File: src/rtl/ide_host.sv
`default_nettype none
// ============================================================================
// ide_host -- PIO taskfile host for LBA28 READ/WRITE SECTORS with a word
// buffer port, BSY/DRQ/ERR status polling and a poll-phase timeout.
// Revision: 1.0
// ============================================================================
module ide_host #(
    parameter logic [23:0] TIMEOUT = 24'd1000000
) (
    input  logic        clk,
    input  logic        reset,
    input  logic        cmd_start,
    input  logic        cmd_write,
    input  logic [27:0] cmd_lba,
    input  logic [7:0]  cmd_count,
    output logic        busy,
    output logic        done,
    output logic        error,
    output logic [15:0] buf_addr,
    output logic [15:0] buf_wdata,
    output logic        buf_we,
    input  logic [15:0] buf_rdata,
    output logic        ide_sel,
    output logic        ide_we,
    output logic [2:0]  ide_reg,
    output logic [15:0] ide_dat_o,
    input  logic [15:0] ide_dat_i
);

    typedef enum logic [2:0] {
        IDLE    = 3'd0,
        SETUP   = 3'd1,
        CMD     = 3'd2,
        POLL    = 3'd3,
        XFER_RD = 3'd4,
        XFER_WR = 3'd5,
        FINISH  = 3'd6
    } state_t;

    state_t      state, state_n;
    logic [27:0] lba, lba_n;
    logic        wr, wr_n;
    logic [7:0]  sectors_left, sectors_left_n;
    logic [7:0]  sec_idx, sec_idx_n;
    logic [7:0]  word_idx, word_idx_n;
    logic [2:0]  step, step_n;
    logic [1:0]  phase, phase_n;
    logic [23:0] tmo, tmo_n;

    logic        busy_n, done_n, error_n, buf_we_n;
    logic [15:0] buf_addr_n, buf_wdata_n;
    logic        ide_sel_n, ide_we_n;
    logic [2:0]  ide_reg_n;
    logic [15:0] ide_dat_o_n;
    logic [7:0]  setup_byte;

    always_ff @(posedge clk or posedge reset) begin
        if (reset) begin
            state        <= IDLE;
            lba          <= 28'd0;
            wr           <= 1'b0;
            sectors_left <= 8'd0;
            sec_idx      <= 8'd0;
            word_idx     <= 8'd0;
            step         <= 3'd0;
            phase        <= 2'd0;
            tmo          <= 24'd0;
            busy         <= 1'b0;
            done         <= 1'b0;
            error        <= 1'b0;
            buf_we       <= 1'b0;
            buf_addr     <= 16'd0;
            buf_wdata    <= 16'd0;
            ide_sel      <= 1'b0;
            ide_we       <= 1'b0;
            ide_reg      <= 3'd0;
            ide_dat_o    <= 16'd0;
        end else begin
            state        <= state_n;
            lba          <= lba_n;
            wr           <= wr_n;
            sectors_left <= sectors_left_n;
            sec_idx      <= sec_idx_n;
            word_idx     <= word_idx_n;
            step         <= step_n;
            phase        <= phase_n;
            tmo          <= tmo_n;
            busy         <= busy_n;
            done         <= done_n;
            error        <= error_n;
            buf_we       <= buf_we_n;
            buf_addr     <= buf_addr_n;
            buf_wdata    <= buf_wdata_n;
            ide_sel      <= ide_sel_n;
            ide_we       <= ide_we_n;
            ide_reg      <= ide_reg_n;
            ide_dat_o    <= ide_dat_o_n;
        end
    end

    // Taskfile bytes for registers 2..6; sectors_left still equals the count here.
    always_comb begin
        case (step)
            3'd0:    setup_byte = sectors_left;
            3'd1:    setup_byte = lba[7:0];
            3'd2:    setup_byte = lba[15:8];
            3'd3:    setup_byte = lba[23:16];
            default: setup_byte = {4'hE, lba[27:24]};
        endcase
    end

    always_comb begin
        state_n        = state;
        lba_n          = lba;
        wr_n           = wr;
        sectors_left_n = sectors_left;
        sec_idx_n      = sec_idx;
        word_idx_n     = word_idx;
        step_n         = step;
        phase_n        = phase;
        tmo_n          = tmo;
        busy_n         = busy;
        done_n         = 1'b0;
        error_n        = error;
        buf_we_n       = 1'b0;
        buf_addr_n     = buf_addr;
        buf_wdata_n    = buf_wdata;
        ide_sel_n      = 1'b0;
        ide_we_n       = ide_we;
        ide_reg_n      = ide_reg;
        ide_dat_o_n    = ide_dat_o;

        case (state)
            IDLE: begin
                if (cmd_start) begin
                    busy_n         = 1'b1;
                    lba_n          = cmd_lba;
                    wr_n           = cmd_write;
                    sectors_left_n = cmd_count;
                    sec_idx_n      = 8'd0;
                    word_idx_n     = 8'd0;
                    step_n         = 3'd0;
                    phase_n        = 2'd0;
                    if (cmd_count != 8'd0) begin
                        error_n = 1'b0;
                        state_n = SETUP;
                    end else begin
                        error_n = 1'b1;
                        state_n = FINISH;
                    end
                end
            end

            SETUP: begin
                if (!ide_sel) begin
                    ide_sel_n   = 1'b1;
                    ide_we_n    = 1'b1;
                    ide_reg_n   = 3'd2 + step;
                    ide_dat_o_n = {8'h00, setup_byte};
                end else if (step == 3'd4) begin
                    state_n = CMD;
                end else begin
                    step_n = step + 3'd1;
                end
            end

            CMD: begin
                if (!ide_sel) begin
                    ide_sel_n   = 1'b1;
                    ide_we_n    = 1'b1;
                    ide_reg_n   = 3'd7;
                    ide_dat_o_n = wr ? 16'h0030 : 16'h0020;
                end else begin
                    state_n = POLL;
                    tmo_n   = 24'd0;
                end
            end

            POLL: begin
                tmo_n = tmo + 24'd1;
                if (tmo_n >= TIMEOUT) begin
                    state_n = FINISH;
                    error_n = 1'b1;
                end else if (!ide_sel) begin
                    ide_sel_n = 1'b1;
                    ide_we_n  = 1'b0;
                    ide_reg_n = 3'd7;
                end else if (ide_dat_i[7]) begin
                    state_n = POLL;
                end else if (ide_dat_i[0]) begin
                    state_n = FINISH;
                    error_n = 1'b1;
                end else if (ide_dat_i[3]) begin
                    word_idx_n = 8'd0;
                    phase_n    = 2'd0;
                    if (wr) begin
                        state_n    = XFER_WR;
                        buf_addr_n = {sec_idx, 8'd0};
                    end else begin
                        state_n = XFER_RD;
                    end
                end else begin
                    state_n = FINISH;
                    error_n = (sectors_left != 8'd0);
                end
            end

            XFER_RD: begin
                if (!ide_sel) begin
                    ide_sel_n = 1'b1;
                    ide_we_n  = 1'b0;
                    ide_reg_n = 3'd0;
                end else begin
                    buf_we_n    = 1'b1;
                    buf_wdata_n = ide_dat_i;
                    buf_addr_n  = {sec_idx, word_idx};
                    word_idx_n  = word_idx + 8'd1;
                    if (word_idx == 8'hFF) begin
                        sec_idx_n      = sec_idx + 8'd1;
                        sectors_left_n = sectors_left - 8'd1;
                        state_n        = POLL;
                        tmo_n          = 24'd0;
                    end
                end
            end

            // Phase 0 shows the address, phase 1 sees buf_rdata, phase 2 is the bus write.
            XFER_WR: begin
                case (phase)
                    2'd0: phase_n = 2'd1;
                    2'd1: begin
                        ide_sel_n   = 1'b1;
                        ide_we_n    = 1'b1;
                        ide_reg_n   = 3'd0;
                        ide_dat_o_n = buf_rdata;
                        phase_n     = 2'd2;
                    end
                    default: begin
                        phase_n    = 2'd0;
                        word_idx_n = word_idx + 8'd1;
                        if (word_idx == 8'hFF) begin
                            sec_idx_n      = sec_idx + 8'd1;
                            sectors_left_n = sectors_left - 8'd1;
                            state_n        = POLL;
                            tmo_n          = 24'd0;
                        end else begin
                            buf_addr_n = {sec_idx, word_idx + 8'd1};
                        end
                    end
                endcase
            end

            FINISH: begin
                done_n  = 1'b1;
                busy_n  = 1'b0;
                state_n = IDLE;
            end

            default: state_n = IDLE;
        endcase
    end

endmodule
`default_nettype wire

File: config.mk
export PLATFORM = sky130hd
export DESIGN_NAME = ide_host
export DESIGN_NICKNAME = d
export VERILOG_FILES = /design/src/rtl/ide_host.sv
export SDC_FILE = /design/constraint.sdc
export NUM_CORES = 1
export LEC_CHECK = 0
export BUFFER_PORTS_ARGS = -buffer_cell sky130_fd_sc_hd__buf_2
export CAP_MARGIN = 40
export CORE_MARGIN = 4
export CORE_UTILIZATION = 53
export CTS_BUF_LIST = sky130_fd_sc_hd__clkbuf_4
export DETAILED_ROUTE_END_ITERATION = 10
export GPL_TIMING_DRIVEN = 0
export PLACE_DENSITY = 0.79
export SYNTH_ARGS = -nofsm -noshare
export SYNTH_HDL_FRONTEND = slang
export SYNTH_SLANG_ARGS = --single-unit
export TNS_END_PERCENT = 100
File: constraint.sdc
create_clock -name clk -period 3.8 [get_ports clk]
set_input_delay 0.19 -clock clk [delete_from_list [all_inputs] [get_ports clk]]
set_output_delay 0.19 -clock clk [all_outputs]
set_load 0.02 [all_outputs]
# Word-level counts from Yosys, hierarchy flattened
# Cells that the tools add are included.
[op_classes] add_sub_neg=6 order_cmp=1 n_eq_ne=34 n_mux=94 n_reduce_logical=33
[ops] operator="2-to-1 mux 16 bit" n=12
[ops] operator="2-to-1 mux 8 bit" n=15
[ops] operator="2-to-1 mux 24 bit" n=4
[ops] operator="case mux 16 bit (3 select lines)" n=2
[ops] operator="case mux 24 bit (4 select lines)" n=1
[ops] operator="case mux 8 bit (4 select lines)" n=2
[ops] operator="2-to-1 mux 3 bit" n=21
[ops] operator="case mux 8 bit (3 select lines)" n=2
[ops] operator="!= test 2 bit (second input constant)" n=19
[ops] operator="adder 24 x 1 -> 24 bit (second input constant)" n=1
[ops] operator=">= comparator 24 x 20 -> 1 bit (second input constant)" n=1
[ops] operator="AND reduction 4 bit" n=5
[ops] operator="2-to-1 mux 1 bit" n=19
[ops] operator="case mux 3 bit (6 select lines)" n=1
[ops] operator="adder 8 x 1 -> 8 bit (second input constant)" n=2
[ops] operator="nonzero test 8 bit" n=2
[ops] operator="case mux 3 bit (5 select lines)" n=1
[ops] operator="AND reduction 7 bit" n=2
[ops] operator="equality test 3 x 2 -> 1 bit (second input constant)" n=4
[ops] operator="equality test 3 bit (second input constant)" n=4
[ops] operator="2-to-1 mux 2 bit" n=6
[ops] operator="nonzero test 3 bit" n=4
[ops] operator="nonzero test 4 bit" n=3
[ops] operator="AND reduction 10 bit" n=1
[ops] operator="other kinds (24)" n=34
[totals] register_bits=142 inputBits=72 out_inout_bits=57 word_cells=187

# Depth between registers and ports, before layout
# Gate-level depths: netlist of the first run.
[logic_depth] ltp_word=7 depth_mapped=10 ltp_nobuf=9

# Worst setup path before layout of the first run
# No wires, ideal clock.
[synth_path] kind="flip-flop to flip-flop" from="register tmo[0]" to="register buf_addr[10]" setup_time_ps=125 arrival_time_ps=2980 t_required_ps=3675 setup_slack_ps=695 path_stages_with_launch=11 path_buffers=1 period_less_slack_ps=3105 cell_sequence="dfrtp_1 > ha_1 > nand2_1 > nor3_2 > mux2_2 > o32a_1 > o31ai_1 > o2111ai_2 > a21boi_4 > buf_6 > mux2_4"
[synth_via] elab_chain_len=4
[synth_lines] element="start, declared" line="48" rtl="logic [23:0] tmo, tmo_n;"
[synth_lines] element="start signal, assigned" line="87" rtl="tmo <= tmo_n;"
[synth_lines] element="adder 24 x 1 -> 24 bit" line="180" rtl="tmo_n = tmo + 24'd1;"
[synth_lines] element=">= comparator 24 x 20 -> 1 bit" line="181" rtl="if (tmo_n >= TIMEOUT) begin"
[synth_lines] element="!= test 2 bit (no source line)"
[synth_lines] element="AND reduction 10 bit (no source line)"
[synth_lines] element="end signal, assigned" line="92" rtl="buf_addr <= buf_addr_n;"
[synth_lines] element="end, declared" line="19" rtl="output logic [15:0] buf_addr,"
# No other way between the ends.
# A chain may end at the register's enable or synchronous reset.

# Worst setup path after layout of the first run
[layout_path] from="register tmo[7]" to="register buf_addr[9]"
# The elaborated chain is that of the path after synthesis.

==> results of run 1 <==
where the power goes:
part           internal (mW)  switching (mW)
logic                  0.979            1.82
clock network          0.424           0.527
registers               1.94           0.318
total                   3.35            2.66
area by class of cell:
class / instances / area share (%)
clock buffers: 23 / 1.89
inverters: 26 / 1.11
repair buffers: 203 / 15.6
well taps: 176 / 2.41
flip-flops and latches: 142 / 38.8
plain buffers: 44 / 1.93
multi-input cells: 611 / 37.3
clock inverters: 8 / 1.01
Yosys cell counts (13+ instances only):
cell	n	area, um2
a21oi_1	50	250
and3_1	13	81.3
clkbuf_1	35	131
dfrtp_1	142	3550
inv_1	26	97.6
nand2_1	202	758
nand3_1	20	100
nor2_1	62	233
nor3_1	15	75.1
o21ai_0	71	355
xor2_1	13	114
worst max-delay path by stage:
stage | cells past startpoint | end | slack [ps] | from
after CTS | 10 | buf_addr[9] | 70 | tmo[0]
after global placement | 10 | buf_addr[9] | 130 | tmo[0]
after detailed placement | 10 | buf_addr[9] | 100 | tmo[0]
after floorplan | 10 | buf_addr[10] | 700 | tmo[0]
after global routing | 10 | buf_addr[9] | 50 | tmo[7]
final | 10 | buf_addr[9] | 230 | tmo[7]
layer usage:
metal  up-vias  track usage (%)  share of wire (%)
met5         -                0                  0
met4         0             11.4                3.6
met3        80             6.56                6.5
met2       301             42.2                 48
met1      3326             35.8                 42
li1       3332                -                  -
worst max-delay path, delay by kind of cell, from the launching register on:
family | cells | cell delay, ps
and+or+nand+nor | 2 | 690
muxes | 2 | 690
DFF | 1 | 330
buffers and inverters | 2 | 380
AOI/OAI and AO/OA | 4 | 1370
timing repair:
item,4_1_cts,5_1_grt
gates resized for setup,0,1
buffers inserted,0,0
hold buffers,69,0
setup endpoints to repair,0,15
hold endpoints to repair,140,0
per-stage QoR:
stage,cells,power [mW]
detailed placement,1133,4.95
finish,1233,6.01
global placement,1127,4.85
floorplan,823,4.07
global route,1233,6.42
CTS,1233,5.95
cells by family (layout without fill, tap and decap cells):
family / count (synthesis) / in the layout / share of synthesized area, %
xor gates and xnor gates: 17 / 17 / 2.06
AOI/OAI and AO/OA: 206 / 206 / 18.2
DFF: 142 / 142 / 49.1
adders and majority gates: 9 / 9 / 1.56
and+or+nand+nor: 357 / 357 / 21.9
buffers and inverters: 70 / 304 / 3.79
muxes: 22 / 22 / 3.39
==> impl_results.md, run 1 <==
* Startpoint types: flop
* Top FF cell, synth: dfrtp_1
* Port bufs at roughly 130
* Initial antenna violation count at 0
* Unrepaired setup endpoints after global routing: no
* Hold Crit Start: cmd_start
* DR iter-0 viols at 673
* Endpoint type of the worst setup path: flop
* Worst setup margin at ~230 ps
* Fin. max-slew vios at 0
* Critical Path RT at roughly 4300 ps
* Slew headroom at 53.7%
* Final count of hold timing violations at 0
* Fin Setup TNS at 0 ps
* VDD IR max at 397 uV
* Worst hold path stage count at 4
* Leakage power total at around 4.4 nW
* R2R setup slack at around 230 ps
* Status: completed
* Synth Net Count at 904
* Clk root buf: clkbuf_4
* Layout cells sized above 1 at 18.2%
* Post-synth EDFFs at 0
* Max Fanout on Critical Path at 10
* Asr flop ratio synth at between 90% and 100%
* FF/Latch Area at ~3600 um2
* Number of flip-flops in the largest register at 28
* Crit path largest cell delay at between 400 and 500 ps
* GRT Util Overall at between 20% and 30%
* Chip Height at between 100 and 150 um
* Ant. Diodes at 0
* Die area at 15600 um2
* HP Class: input pin to flop
* FP Rows at 42
* Post-synthesis cell type count at 62
* Reg2reg end: buf_addr[9]
* Worst-Skew Late Latency at ~580 ps
* #FFs+latches synth at roughly 140
* Most common cell after layout, fill and taps aside: nand2_1
* Nets@finish at 1126
* Final number of setup-violating endpoints at 0
* Reg-to-Reg Start: tmo[7]
* Area delta synth->final at 26.5%
* Register name with the most flops: lba
* Core area at roughly 13000 um2
* Die Wd at around 120 um
* TritonRoute pass-1 iters at 8
* Hold Crit Endpoint: step[2]
* Slew @ Worst Pin at about 700 ps
* H-Tree Depth at 4
* Clock Path Buffers at 2
* Slowest cell on the critical path: nor3_2
* Vias per std cell at around 5.7
* Worst-path clk slew at 120 ps
* Fin area at ~9000 um2
* Clk sinks at approximately 140
* Fill count at 1018
* First-pass GRT wire length at around 34 mm
* CP Cell Sequence: buf_2 > nand3_1 > nor3_2 > mux2_2 > o32a_1 > o31ai_2 > o2111ai_2 > a21boi_4 > buf_6 > mux2_4
* DRC viols at 0
* Multi-input logic area at 3410 um2
* Placed cell areas at 8190 um2
* TritonCTS Buffers at 17
* Reg2Reg Depth at 10
* Placer congestion estimate at ~0.93
* PwrDens at approximately 660 nW/um2
* I/O pins at between 100 and 150
* Final period util at a little over nine tenths
* Commonest non-fill, non-tap cells in the layout: nand2_1 (202), dfrtp_1 (142), buf_2 (132)
* Grt ovf at 0
* Max cap viols at 0
* Crit path kind: flop to flop
* Mapped cell area at between 7000 and 8000 um2
* Initial core utilization at between 50% and 60%
* Pin count of the biggest net entering global routing at 39
* Peak Freq at 0.280 GHz
* Period minus WS final at roughly 3600 ps
* Max Clock Skew at between 15 and 20 ps
* Largest regs: lba (28), tmo (24)
* Gate Count Post-Synth at approximately 820
* Dpl ws at approximately 100 ps
* Seq/Total Area, Yosys at about half
* Syn. warnings at 0
* WL/cell at roughly 17 um
* Via count at between 7000 and 8000
* Final Core Density at between 60 and 70%
* DRT Wirelength at approximately 21 mm
* CP Data Arrival Time at between 4000 and 5000 ps
* TritonCTS clock tree: yes
* Post-DP HPWL at between 10 and 15 mm
* Vias in the first global route at 6732
* Mean post-synth cell area at 8.79 um2
* Fin Hold WS at around 48 ps
* Antenna-violating nets left at 0
(Power assumes the default switching activity.)
==> inputs of run 2 (changes only) <==
==> constraint.sdc (replaced) <==
create_clock -name clk -period 3.8 [get_ports clk]
set_input_delay 0.76 -clock clk [delete_from_list [all_inputs] [get_ports clk]]
set_output_delay 0.76 -clock clk [all_outputs]
set_load 0.02 [all_outputs]
==> impl_results.md, run 2 (same netlist as run 1, synthesis figures left out) <==
* CP Data Arrival Time at 4030 ps (was 4040 ps)
* Grt ovf at 0 (unchanged)
* Layout cells sized above 1 at 19.4% (was 18.2%)
* Placer congestion estimate at 0.933 (unchanged)
* Worst-Skew Late Latency at 570 ps (was 580 ps)
* Initial core utilization at 54.4% (unchanged)
* Slew @ Worst Pin at 692 ps (was 695 ps)
* Status: completed (unchanged)
* Pin count of the biggest net entering global routing at 39 (unchanged)
* Leakage power total at 4.13 nW (was 4.42 nW)
* Worst-path clk slew at 120 ps (about the same)
* DRT Wirelength at 18.9 mm (was 20.8 mm)
* Via count at 6612 (was 7039)
* Unrepaired setup endpoints after global routing: no (unchanged)
* Die Wd at 125 um (unchanged)
* Vias in the first global route at 6209 (was 6732)
* Clock Path Buffers at 2 (unchanged)
* Nets@finish at 1057 (was 1126)
* Max cap viols at 0 (unchanged)
* Crit path kind: flop to flop (unchanged)
* CP Cell Sequence: buf_2 > nand3_1 > nor3_2 > mux2_2 > o32a_1 > o31ai_2 > o2111ai_2 > a21boi_4 > buf_6 > mux2_4 (unchanged)
* Fin. max-slew vios at 0 (unchanged)
* Critical Path RT at 4260 ps (was 4270 ps)
* Largest regs: lba (28), tmo (24) (unchanged)
* Fill count at 1137 (was 1018)
* Core area at 13300 um2 (unchanged)
* Dpl ws at 101 ps (unchanged)
* Max Fanout on Critical Path at 10 (unchanged)
* Vias per std cell at 5.68 (was 5.71)
* Ant. Diodes at 0 (unchanged)
* Chip Height at 125 um (unchanged)
* Max Clock Skew at 17.3 ps (was 17.5 ps)
* Clk sinks at 142 (unchanged)
* Post-CTS Hold Buffers at 0 (was 69)
* Startpoint types: flop (unchanged)
* Final period util at 94.0% (was 93.8%)
* Most common cell after layout, fill and taps aside: nand2_1 (unchanged)
* DRC viols at 0 (unchanged)
* TritonCTS Buffers at 17 (unchanged)
* WL/cell at 16.2 um (was 16.9 um)
* Fin Setup TNS at 0 ps (unchanged)
* HP Class: input pin to asynchronous set/reset pin (was input pin to flop)
* FP Rows at 42 (unchanged)
* Area delta synth->final at 17.0% (was 26.5%)
* Number of flip-flops in the largest register at 28 (unchanged)
* Period minus WS final at 3570 ps (about the same)
* Register name with the most flops: lba (unchanged)
* Worst setup margin at 229 ps (was 234 ps)
* TritonRoute pass-1 iters at 5 (was 8)
* H-Tree Depth at 4 (unchanged)
* DR iter-0 viols at 642 (was 673)
* Port bufs at 128 (unchanged)
* TritonCTS clock tree: yes (unchanged)
* I/O pins at 129 (unchanged)
* Final count of hold timing violations at 0 (unchanged)
* GRT Util Overall at 24.4% (was 26.9%)
* Slowest cell on the critical path: nor3_2 (unchanged)
* Antenna-violating nets left at 0 (unchanged)
* Die area at 15600 um2 (unchanged)
* Post-DP HPWL at 13.8 mm (unchanged)
* VDD IR max at 389 uV (was 397 uV)
* Initial antenna violation count at 0 (unchanged)
* PwrDens at 697 nW/um2 (was 656 nW/um2)
* Post-cts resize count at 0 (unchanged)
* First-pass GRT wire length at 31.0 mm (was 34.0 mm)
* Commonest non-fill, non-tap cells in the layout: nand2_1 (202), dfrtp_1 (142), buf_2 (132) (unchanged)
* Endpoint type of the worst setup path: flop (unchanged)
* Final number of setup-violating endpoints at 0 (unchanged)
* Slew headroom at 53.9% (was 53.7%)
* Peak Freq at 0.280 GHz (about the same)
* Clk root buf: clkbuf_4 (unchanged)
* Post-CTS Setup Repair Bufs at 0 (unchanged)
* Crit path largest cell delay at 480 ps (about the same)
-- run 2: cell count changes in the layout (fill, tap and decap cells not counted) --
cell,change
dlygate4sd3_1,-69
-- run 2: worst paths after layout --
check                        startpoint      endpoint  slack [ps]  depth (start not counted)
min in group clk            cmd_lba[23]       lba[23]         370                          3
setup reg to reg                 tmo[7]   buf_addr[9]         230                         10
hold / removal                    reset  ide_dat_o[2]          90                          2
setup / recovery                 tmo[7]   buf_addr[9]         230                         10
max in group asynchronous         reset   buf_addr[3]        3000                          4
hold reg to reg            buf_wdata[5]  buf_wdata[5]         480                          2
-- run 2: where the power goes --
part	internal (mW)	leakage, nW	switching [mW]	total, mW
registers	1.94	1.85	0.311	2.26
logic	0.932	2.13	1.77	2.70
clock network	0.424	0.147	0.519	0.943
-- run 2: per-stage QoR --
stage | utilization, % | power, mW | area, um2 | hold slack (ps) | instances
after floorplan | - | 4.07 | 7240 | 445 | 823
after global placement | 60.9 | 4.85 | 8100 | 454 | 1127
after detailed placement | 61.6 | 4.95 | 8190 | 457 | 1133
after CTS | 63.6 | 5.89 | 8460 | 66.2 | 1164
after global routing | 63.7 | 6.33 | 8460 | 48.5 | 1164
final | 63.7 | 5.90 | 8460 | 87.7 | 1164
-- run 2: routing by layer --
metal  GRT usage, %  vias to the layer above  routed length (um)
met1           33.9                     3141                8260
li1               -                     3186                   -
met3           6.73                       27                1340
met5              0                        -                   0
met2           37.8                      258                8980
met4           6.82                        0                 301
-- run 2: layout make-up --
class | count | area (um2) | area share, %
Buffer | 44 | 176 | 2.08
Clock buffer | 23 | 173 | 2.04
Clock inverter | 8 | 92.6 | 1.09
Inverter | 26 | 101 | 1.20
Multi-Input combinational cell | 611 | 3410 | 40.3
Sequential cell | 142 | 3550 | 42.0
Tap cell | 176 | 220 | 2.60
Timing Repair Buffer | 134 | 733 | 8.66
-- run 2: worst max-delay path: cells and delay by family, from the launching register on --
family | cells | cell delay [ps]
flops | 1 | 330
simple gates | 2 | 690
mux | 2 | 690
compound gates | 4 | 1380
buf+inv | 2 | 380
